`src/rtl/adder_pkg.sv`:
```
// Shared types for the chunked adder: FSM state encoding and sizing helpers.
package adder_pkg;

    typedef enum logic [1:0] {
        ST_IDLE = 2'd0,
        ST_RUN  = 2'd1,
        ST_DONE = 2'd2
    } state_e;

    // Index register width; never zero, even when there is a single chunk.
    function automatic int idx_width(input int num_chunks);
        return (num_chunks > 1) ? $clog2(num_chunks) : 1;
    endfunction

endpackage

```
`src/rtl/chunk_adder.sv`:
```
// Combinational WIDTH-bit adder slice; also reports the carry into its MSB
// so the caller can derive signed overflow on the top slice.
module chunk_adder #(
    parameter int WIDTH = 8
) (
    input  logic [WIDTH-1:0] a,
    input  logic [WIDTH-1:0] b,
    input  logic             cin,
    output logic [WIDTH-1:0] s,
    output logic             cout,
    output logic             c_msb
);

    logic [WIDTH:0] full;

    always_comb begin
        full  = {1'b0, a} + {1'b0, b} + {{WIDTH{1'b0}}, cin};
        s     = full[WIDTH-1:0];
        cout  = full[WIDTH];
        // a ^ b ^ sum at a bit position recovers the carry that entered it
        c_msb = a[WIDTH-1] ^ b[WIDTH-1] ^ full[WIDTH-1];
    end

endmodule

```
`src/rtl/chunked_adder.sv`:
```
// Multi-cycle adder: adds CHUNK_WIDTH bits per clock, ripple carry held in a
// register between chunks. valid/ready on both sides: a transfer happens on
// a rising edge where valid and ready are both 1; ready never depends on valid.
module chunked_adder
    import adder_pkg::*;
#(
    parameter int DATA_WIDTH  = 32,
    parameter int CHUNK_WIDTH = 8
) (
    input  logic                  clk,
    input  logic                  rst,
    input  logic                  in_valid,
    output logic                  in_ready,
    input  logic [DATA_WIDTH-1:0] data_in_a,
    input  logic [DATA_WIDTH-1:0] data_in_b,
    input  logic                  carry_in,
    output logic [DATA_WIDTH-1:0] op_a_out,
    output logic [DATA_WIDTH-1:0] op_b_out,
    output logic [DATA_WIDTH-1:0] sum,
    output logic                  carry_out,
    output logic                  overflow,
    output logic                  out_valid,
    input  logic                  out_ready,
    output logic [1:0]            state_dbg
);

    localparam int NUM_CHUNKS = DATA_WIDTH / CHUNK_WIDTH;
    localparam int IDX_W      = idx_width(NUM_CHUNKS);
    localparam logic [IDX_W-1:0] LAST_IDX = IDX_W'(NUM_CHUNKS - 1);

    if (DATA_WIDTH <= 0 || CHUNK_WIDTH <= 0 || (DATA_WIDTH % CHUNK_WIDTH) != 0) begin : g_bad_params
        $error("chunked_adder: DATA_WIDTH must be a nonzero multiple of CHUNK_WIDTH");
    end

    state_e                state_q, state_d;
    logic [DATA_WIDTH-1:0] a_q, a_d;
    logic [DATA_WIDTH-1:0] b_q, b_d;
    logic [DATA_WIDTH-1:0] sum_q, sum_d;
    logic                  carry_q, carry_d;
    logic [IDX_W-1:0]      idx_q, idx_d;
    logic                  carry_out_q, carry_out_d;
    logic                  overflow_q, overflow_d;

    logic [CHUNK_WIDTH-1:0] a_chunk, b_chunk, s_chunk;
    logic                   c_out, c_msb;
    int                     base;

    always_comb begin
        base    = int'(idx_q) * CHUNK_WIDTH;
        a_chunk = a_q[base +: CHUNK_WIDTH];
        b_chunk = b_q[base +: CHUNK_WIDTH];
    end

    chunk_adder #(.WIDTH(CHUNK_WIDTH)) u_chunk (
        .a     (a_chunk),
        .b     (b_chunk),
        .cin   (carry_q),
        .s     (s_chunk),
        .cout  (c_out),
        .c_msb (c_msb)
    );

    always_comb begin
        state_d     = state_q;
        a_d         = a_q;
        b_d         = b_q;
        sum_d       = sum_q;
        carry_d     = carry_q;
        idx_d       = idx_q;
        carry_out_d = carry_out_q;
        overflow_d  = overflow_q;
        case (state_q)
            ST_IDLE: begin
                if (in_valid) begin
                    a_d         = data_in_a;
                    b_d         = data_in_b;
                    carry_d     = carry_in;
                    idx_d       = '0;
                    sum_d       = '0;
                    carry_out_d = 1'b0;
                    overflow_d  = 1'b0;
                    state_d     = ST_RUN;
                end
            end
            ST_RUN: begin
                sum_d[base +: CHUNK_WIDTH] = s_chunk;
                carry_d = c_out;
                idx_d   = idx_q + IDX_W'(1);
                if (idx_q == LAST_IDX) begin
                    carry_out_d = c_out;
                    overflow_d  = c_msb ^ c_out;
                    state_d     = ST_DONE;
                end
            end
            ST_DONE: begin
                if (out_ready) begin
                    state_d = ST_IDLE;
                end
            end
            default: state_d = ST_IDLE;
        endcase
    end

    always_ff @(posedge clk) begin
        if (rst) begin
            state_q     <= ST_IDLE;
            a_q         <= '0;
            b_q         <= '0;
            sum_q       <= '0;
            carry_q     <= 1'b0;
            idx_q       <= '0;
            carry_out_q <= 1'b0;
            overflow_q  <= 1'b0;
        end else begin
            state_q     <= state_d;
            a_q         <= a_d;
            b_q         <= b_d;
            sum_q       <= sum_d;
            carry_q     <= carry_d;
            idx_q       <= idx_d;
            carry_out_q <= carry_out_d;
            overflow_q  <= overflow_d;
        end
    end

    assign in_ready  = (state_q == ST_IDLE);
    assign out_valid = (state_q == ST_DONE);
    assign op_a_out  = a_q;
    assign op_b_out  = b_q;
    assign sum       = sum_q;
    assign carry_out = carry_out_q;
    assign overflow  = overflow_q;
    assign state_dbg = state_q;

endmodule
```
`config.mk`:
```
export PLATFORM = sky130hd
export DESIGN_NAME = chunked_adder
export DESIGN_NICKNAME = d
export VERILOG_FILES = /design/src/rtl/adder_pkg.sv /design/src/rtl/chunk_adder.sv /design/src/rtl/chunked_adder.sv
export SDC_FILE = /design/constraint.sdc
export NUM_CORES = 1
export LEC_CHECK = 0
export CAP_MARGIN = 20
export CORE_AREA = 2 2 103 105
export DETAILED_ROUTE_END_ITERATION = 8
export DIE_AREA = 0 0 105 107
export GPL_TIMING_DRIVEN = 0
export PLACE_DENSITY = 0.82
export SETUP_SLACK_MARGIN = 0.2
export SLEW_MARGIN = 20
export SYNTH_ARGS = -nofsm -noshare
export SYNTH_HDL_FRONTEND = slang
export SYNTH_SLANG_ARGS = --single-unit
export TNS_END_PERCENT = 50
```
`constraint.sdc`:
```
create_clock -name clk -period 3.4 [get_ports clk]
set_clock_uncertainty 0.15 [all_clocks]
set_input_delay 1.02 -clock clk [delete_from_list [all_inputs] [get_ports clk]]
set_output_delay 1.02 -clock clk [all_outputs]
set_load 0.005 [all_outputs]
```
==> metrics.csv, run 1 <==
metric,value,unit
status,completed,
grt_setup_unrepaired,false,
grt_pass1_wl,22400,um
setup.worst_path.class,reg2reg,
synth-edff-count,0,
syn_nets,579,
wl_met2,7110,um
max-cap-violations,0,
routed_wirelength,14400,um
synth_warnings,0,
worstPathArrival,3.12,ns
clk_pin_slew,0.11,ns
met1Wirelength,5610,um
start_util,0.434,
cts.path.max_buffers,2,
yosys_register_bits,103,
critPathTopFamily,adder cells,
slowest_stage,dfxtp_1,
worst_slew_pin_slew,0.754,ns
slew_headroom,0.497,
viasPerCell,5.34,
ir_worst_vdd,190,uV
track_usage,0.255,
num_io_pins,171,
diodes,0,
seq_area_frac_synth,0.470,
drc,0,
final_util,0.642,
dr.first_iter.drc_count,281,
cts_sinks,103,
worst_setup_path_end_kind,flip-flop,
synth_cell_types,35,
core_area,10100,um^2
crit_required,3.52,ns
rows,37,
dp_hpwl,11000,um
nNetsFinal,760,
min_path_type,reg2reg,
crit_path_frequent_cell,fa_1,
setup_violations,0,
num_vias,4373,
numPortBuffers,169,
clock_latency,0.36,ns
grt_antenna_before_repair,0,
hold_viol_final,0,
synth_flop_cell,dfxtp_1,
syn_inst,497,
critPathMaxFanout,10,
drtAntennaViolNets,0,
synthArstFlopShare,0,
die_x,105,um
h-tree-depth,3,
layout_common_cells,"169 x clkdlybuf4s50_1, 135 x nand2_1, 102 x dfxtp_1, 76 x a21oi_1, 27 x nor2_1",
drv_slew,0,
overflow,0,
post_route_cells_drive_above_1_share,0.0791,
first_global_vias,4346,
power_leakage,0.00236,uW
path_buf_inv,4,
synth_area_per_cell,8.82,um^2
grt_start_max_net_pins,19,
cts_root_buf,clkbuf_8,
die_y,107,um
syn_area,4380,um^2
postCtsHoldBufs,0,
area_delta_synth_final,47.7,%
top_layer_used,met4,
period_share,0.882,
fmax,333,MHz
power_density,387,nW/um^2
met3WireLength,1160,um
startpoint_type,flip-flop,
place_ws,-0.332,ns
final_common_cell,clkdlybuf4s50_1,
cts_tree,built,
place.gp.congestion,0.920,
die_area,11200,um^2
crit_chain,"buf_8, buf_6, mux4_2, fa_1, inv_1, fa_1, nand2b_1, a21oi_2, a31oi_1, xor2_1, buf_4, o31ai_1",
wl_per_cell,17.5,um
finalCriticalPeriod,3.00,ns
timing.final.ws_setup,0.401,ns
nFillCells,862,
first_pass_iters,5,
cp_slowest_stage_delay,0.41,ns
cts_buffers,9,
-- metrics by stage --
stage                     area [um^2]  std cells  power (uW)  hold slack (ns)  setup TNS, ns
after floorplan                  4380        497        1540            0.298              0
after global placement           6250        802        1800            0.304          -1.22
after detailed placement         6250        802        1810            0.311          -2.32
after CTS                        6450        819        2510            0.328              0
after global routing             6480        819        2620            0.341              0
final                            6480        819        2510            0.326              0
-- per-layer routing --
layer,global-route usage,vias up
met5,0,-
met4,0.103,0
met3,0.0578,37
met2,0.450,210
met1,0.300,2059
li1,-,2067
-- worst register-to-register path: cells and delay by family (launching register included) --
kind / cells / cell delay (ns)
AOI/OAI and AO/OA: 3 / 0.57
xor gates and xnor gates: 1 / 0.18
adders and majority gates: 2 / 0.61
buffers and inverters: 4 / 0.59
DFF: 1 / 0.41
muxes: 1 / 0.24
and+or+nand+nor: 1 / 0.17
-- report_power, final --
| part | internal (uW) | total (uW) | switching (uW) |
|---|---|---|---|
| Combinational | 256 | 501 | 246 |
| Sequential | 1260 | 1300 | 44.3 |
| Clock | 274 | 707 | 432 |
| Total | 1790 | 2510 | 722 |
-- cell type report --
class | instances | area (um^2) | area share
clock inverters | 7 | 56.3 | 0.00869
well taps | 136 | 170 | 0.0263
plain buffers | 34 | 175 | 0.0270
multi-input cells | 353 | 2160 | 0.334
clock buffers | 9 | 124 | 0.0191
flip-flops and latches | 103 | 2070 | 0.319
repair buffers | 170 | 1700 | 0.262
inverters | 7 | 26.3 | 0.00406
-- cell usage after synthesis, types with 2 or more instances --
| cell type | n | area share |
|---|---|---|
| nand2_1 | 135 | 0.12 |
| dfxtp_1 | 103 | 0.47 |
| a21oi_1 | 77 | 0.088 |
| nor2_1 | 27 | 0.023 |
| a22oi_1 | 21 | 0.036 |
| clkbuf_1 | 20 | 0.017 |
| mux4_2 | 16 | 0.082 |
| nand3b_1 | 13 | 0.022 |
| buf_2 | 12 | 0.014 |
| ha_1 | 11 | 0.031 |
| o21ai_0 | 9 | 0.010 |
| inv_1 | 7 | 0.0060 |
| nand2b_1 | 6 | 0.0086 |
| xor2_1 | 5 | 0.010 |
| o31ai_1 | 4 | 0.0068 |
| a21o_1 | 3 | 0.0051 |
| nand3_1 | 3 | 0.0034 |
| a31oi_1 | 2 | 0.0029 |
| and3_1 | 2 | 0.0029 |
| fa_1 | 2 | 0.0091 |
| nor2b_1 | 2 | 0.0029 |
| nor3_1 | 2 | 0.0023 |
| or3_1 | 2 | 0.0029 |
| xnor2_1 | 2 | 0.0040 |
-- kinds of logic (layout without fill, tap and decap cells) --
group	count (synthesis)	in the layout	synth area share
AND/OR/NAND/NOR	198	198	0.199
AO/OA/AOI/OAI	118	118	0.153
flip-flops	103	103	0.470
buffers and inverters	41	227	0.0394
multiplexers	17	17	0.0845
adder cells (fa/ha/maj)	13	13	0.0405
XOR/XNOR	7	7	0.0140
-- state kept, by name, summed over array words and instances, names as in the netlist --
signal     flops
overflow       1
state_dbg      2
op_b_out      32
carry_out      1
sum           32
op_a_out      32
idx_q          2
carry_q        1
-- path summary, 6_finish.rpt --
kind               start     endpoint  slack (ns)  cells after the start
min          op_b_out[2]  op_b_out[2]        0.33                      2
max reg2reg     idx_q[1]       sum[6]        0.40                     12
max             idx_q[1]       sum[6]        0.40                     12
min reg2reg  op_b_out[2]  op_b_out[2]        0.33                      2
-- repair_timing --
action | 4_1_cts | 5_1_grt
cloned | 0 | 0
resized for setup | 7 | 8
setup buffers | 1 | 0
pin swaps | 1 | 1
endpoints found under the setup margin | 31 | 10
Power figures use the tool's default switching activity.
==> run 2: changes to the inputs <==
- PLACE_DENSITY: 0.82 -> not set
- PLACE_DENSITY_LB_ADDON: not set -> 0.1
==> metrics.csv, run 2 (same netlist as run 1, synthesis figures left out) <==
metric,value,unit
dr.first_iter.drc_count,185,
worst_slew_pin_slew,0.715,ns
worstPathArrival,3.14,ns
rows,37,
grt_pass1_wl,21400,um
final_common_cell,clkdlybuf4s50_1,
min_path_type,reg2reg,
final_util,0.649,
cts_root_buf,clkbuf_8,
postCtsHoldBufs,0,
die_area,11200,um^2
cts.path.max_buffers,2,
drtAntennaViolNets,0,
wl_per_cell,17.0,um
drv_slew,0,
dp_hpwl,10700,um
cts_tree,built,
path_buf_inv,2,
num_io_pins,171,
power_leakage,0.00239,uW
setup_violations,0,
crit_chain,"buf_8, mux4_2, fa_1, inv_1, fa_1, nand2b_1, a21oi_4, a31oi_2, xor2_2, o21ai_0",
critPathMaxFanout,10,
status,completed,
first_pass_iters,5,
fmax,328,MHz
die_y,107,um
setup.worst_path.class,reg2reg,
overflow,0,
nNetsFinal,759,
r2r_cells,10,
cp_slowest_stage_delay,0.57,ns
cts_buffers,9,
crit_path_frequent_cell,fa_1,
clk_pin_slew,0.09,ns
worst_hold_slack,0.321,ns
slew_headroom,0.519,
h-tree-depth,3,
period_share,0.897,
ir_worst_vdd,190,uV
worstReg2RegEnd,sum[14],
cts_sinks,103,
holdPathStages,2,
hold_viol_final,0,
grt_antenna_before_repair,0,
max-cap-violations,0,
layout_common_cells,"169 x clkdlybuf4s50_1, 135 x nand2_1, 102 x dfxtp_1, 76 x a21oi_1, 27 x nor2_1",
num_vias,4231,
die_x,105,um
r2r_start,idx_q[0],
routed_wirelength,13900,um
min_from,carry_out,
clock_latency,0.36,ns
area_delta_synth_final,49.3,%
hold_end,carry_out,
first_global_vias,4197,
core_area,10100,um^2
startpoint_type,flip-flop,
viasPerCell,5.18,
track_usage,0.246,
finalCriticalPeriod,3.05,ns
grt_setup_unrepaired,false,
post_route_cells_drive_above_1_share,0.0778,
numPortBuffers,169,
worst_setup_path_end_kind,flip-flop,
critPathTopFamily,adder cells,
worst-r2r-setup-slack,0.35,ns
place.gp.congestion,0.882,
diodes,0,
slowest_stage,mux4_2,
grt_start_max_net_pins,16,
crit_required,3.49,ns
drc,0,
power_density,414,nW/um^2
start_util,0.434,
[run 2: power by group]
group          switching (uW)  internal [uW]
registers                44.7           1260
logic                     238            253
clock network             393            526
total                     676           2040
[run 2: final cells by class]
type | instances | area (um^2)
inverters | 7 | 26.3
repair buffers | 169 | 1690
well taps | 136 | 170
flip-flops and latches | 103 | 2060
plain buffers | 34 | 168
clock inverters | 3 | 90.1
multi-input cells | 353 | 2180
fillers | 898 | 3550
clock buffers | 12 | 155
[run 2: worst max-delay path by stage]
stage / start / endpoint / slack (ns) / cells after the start
final: idx_q[0] / sum[14] / 0.35 / 10
after global routing: idx_q[0] / sum[14] / 0.21 / 10
after CTS: idx_q[1] / sum[14] / 0.23 / 11
after detailed placement: idx_q[1] / sum[22] / -0.28 / 11
after global placement: idx_q[1] / sum[30] / -0.30 / 11
after floorplan: idx_q[1] / carry_out / 0.48 / 11
[run 2: worst register-to-register path: cells and delay by family (launching register included)]
family,cells,cell delay (ns)
mux,1,0.58
simple gates,1,0.16
fa+ha+maj,2,0.63
xor+xnor,1,0.27
buf+inv,2,0.28
flops,1,0.41
compound gates,3,0.46
[run 2: per-layer routing]
| layer | global-route usage | vias up | part of all wire |
|---|---|---|---|
| met4 | 0.0962 | 0 | 0.016 |
| li1 | - | 2061 | - |
| met5 | 0 | - | 0 |
| met1 | 0.279 | 2007 | 0.40 |
| met3 | 0.0547 | 16 | 0.069 |
| met2 | 0.448 | 147 | 0.52 |
[run 2: what timing repair did]
item                       4_1_cts  5_1_grt
gates cloned                     0        0
setup buffers                    0        0
setup endpoints to repair       27       16
pin swaps                        0        1
gates resized for setup          7        8
[run 2: per-stage QoR]
| step | cells | setup WS [ns] | total power, uW | TNS (ns) | area (um^2) |
|---|---|---|---|---|---|
| after global routing | 817 | 0.213 | 2820 | 0 | 6550 |
| after global placement | 802 | -0.304 | 1800 | -2.35 | 6250 |
| after floorplan | 497 | 0.475 | 1540 | 0 | 4380 |
| after detailed placement | 802 | -0.285 | 1810 | -2.31 | 6250 |
| after CTS | 817 | 0.227 | 2730 | 0 | 6510 |
| final | 817 | 0.351 | 2710 | 0 | 6550 |
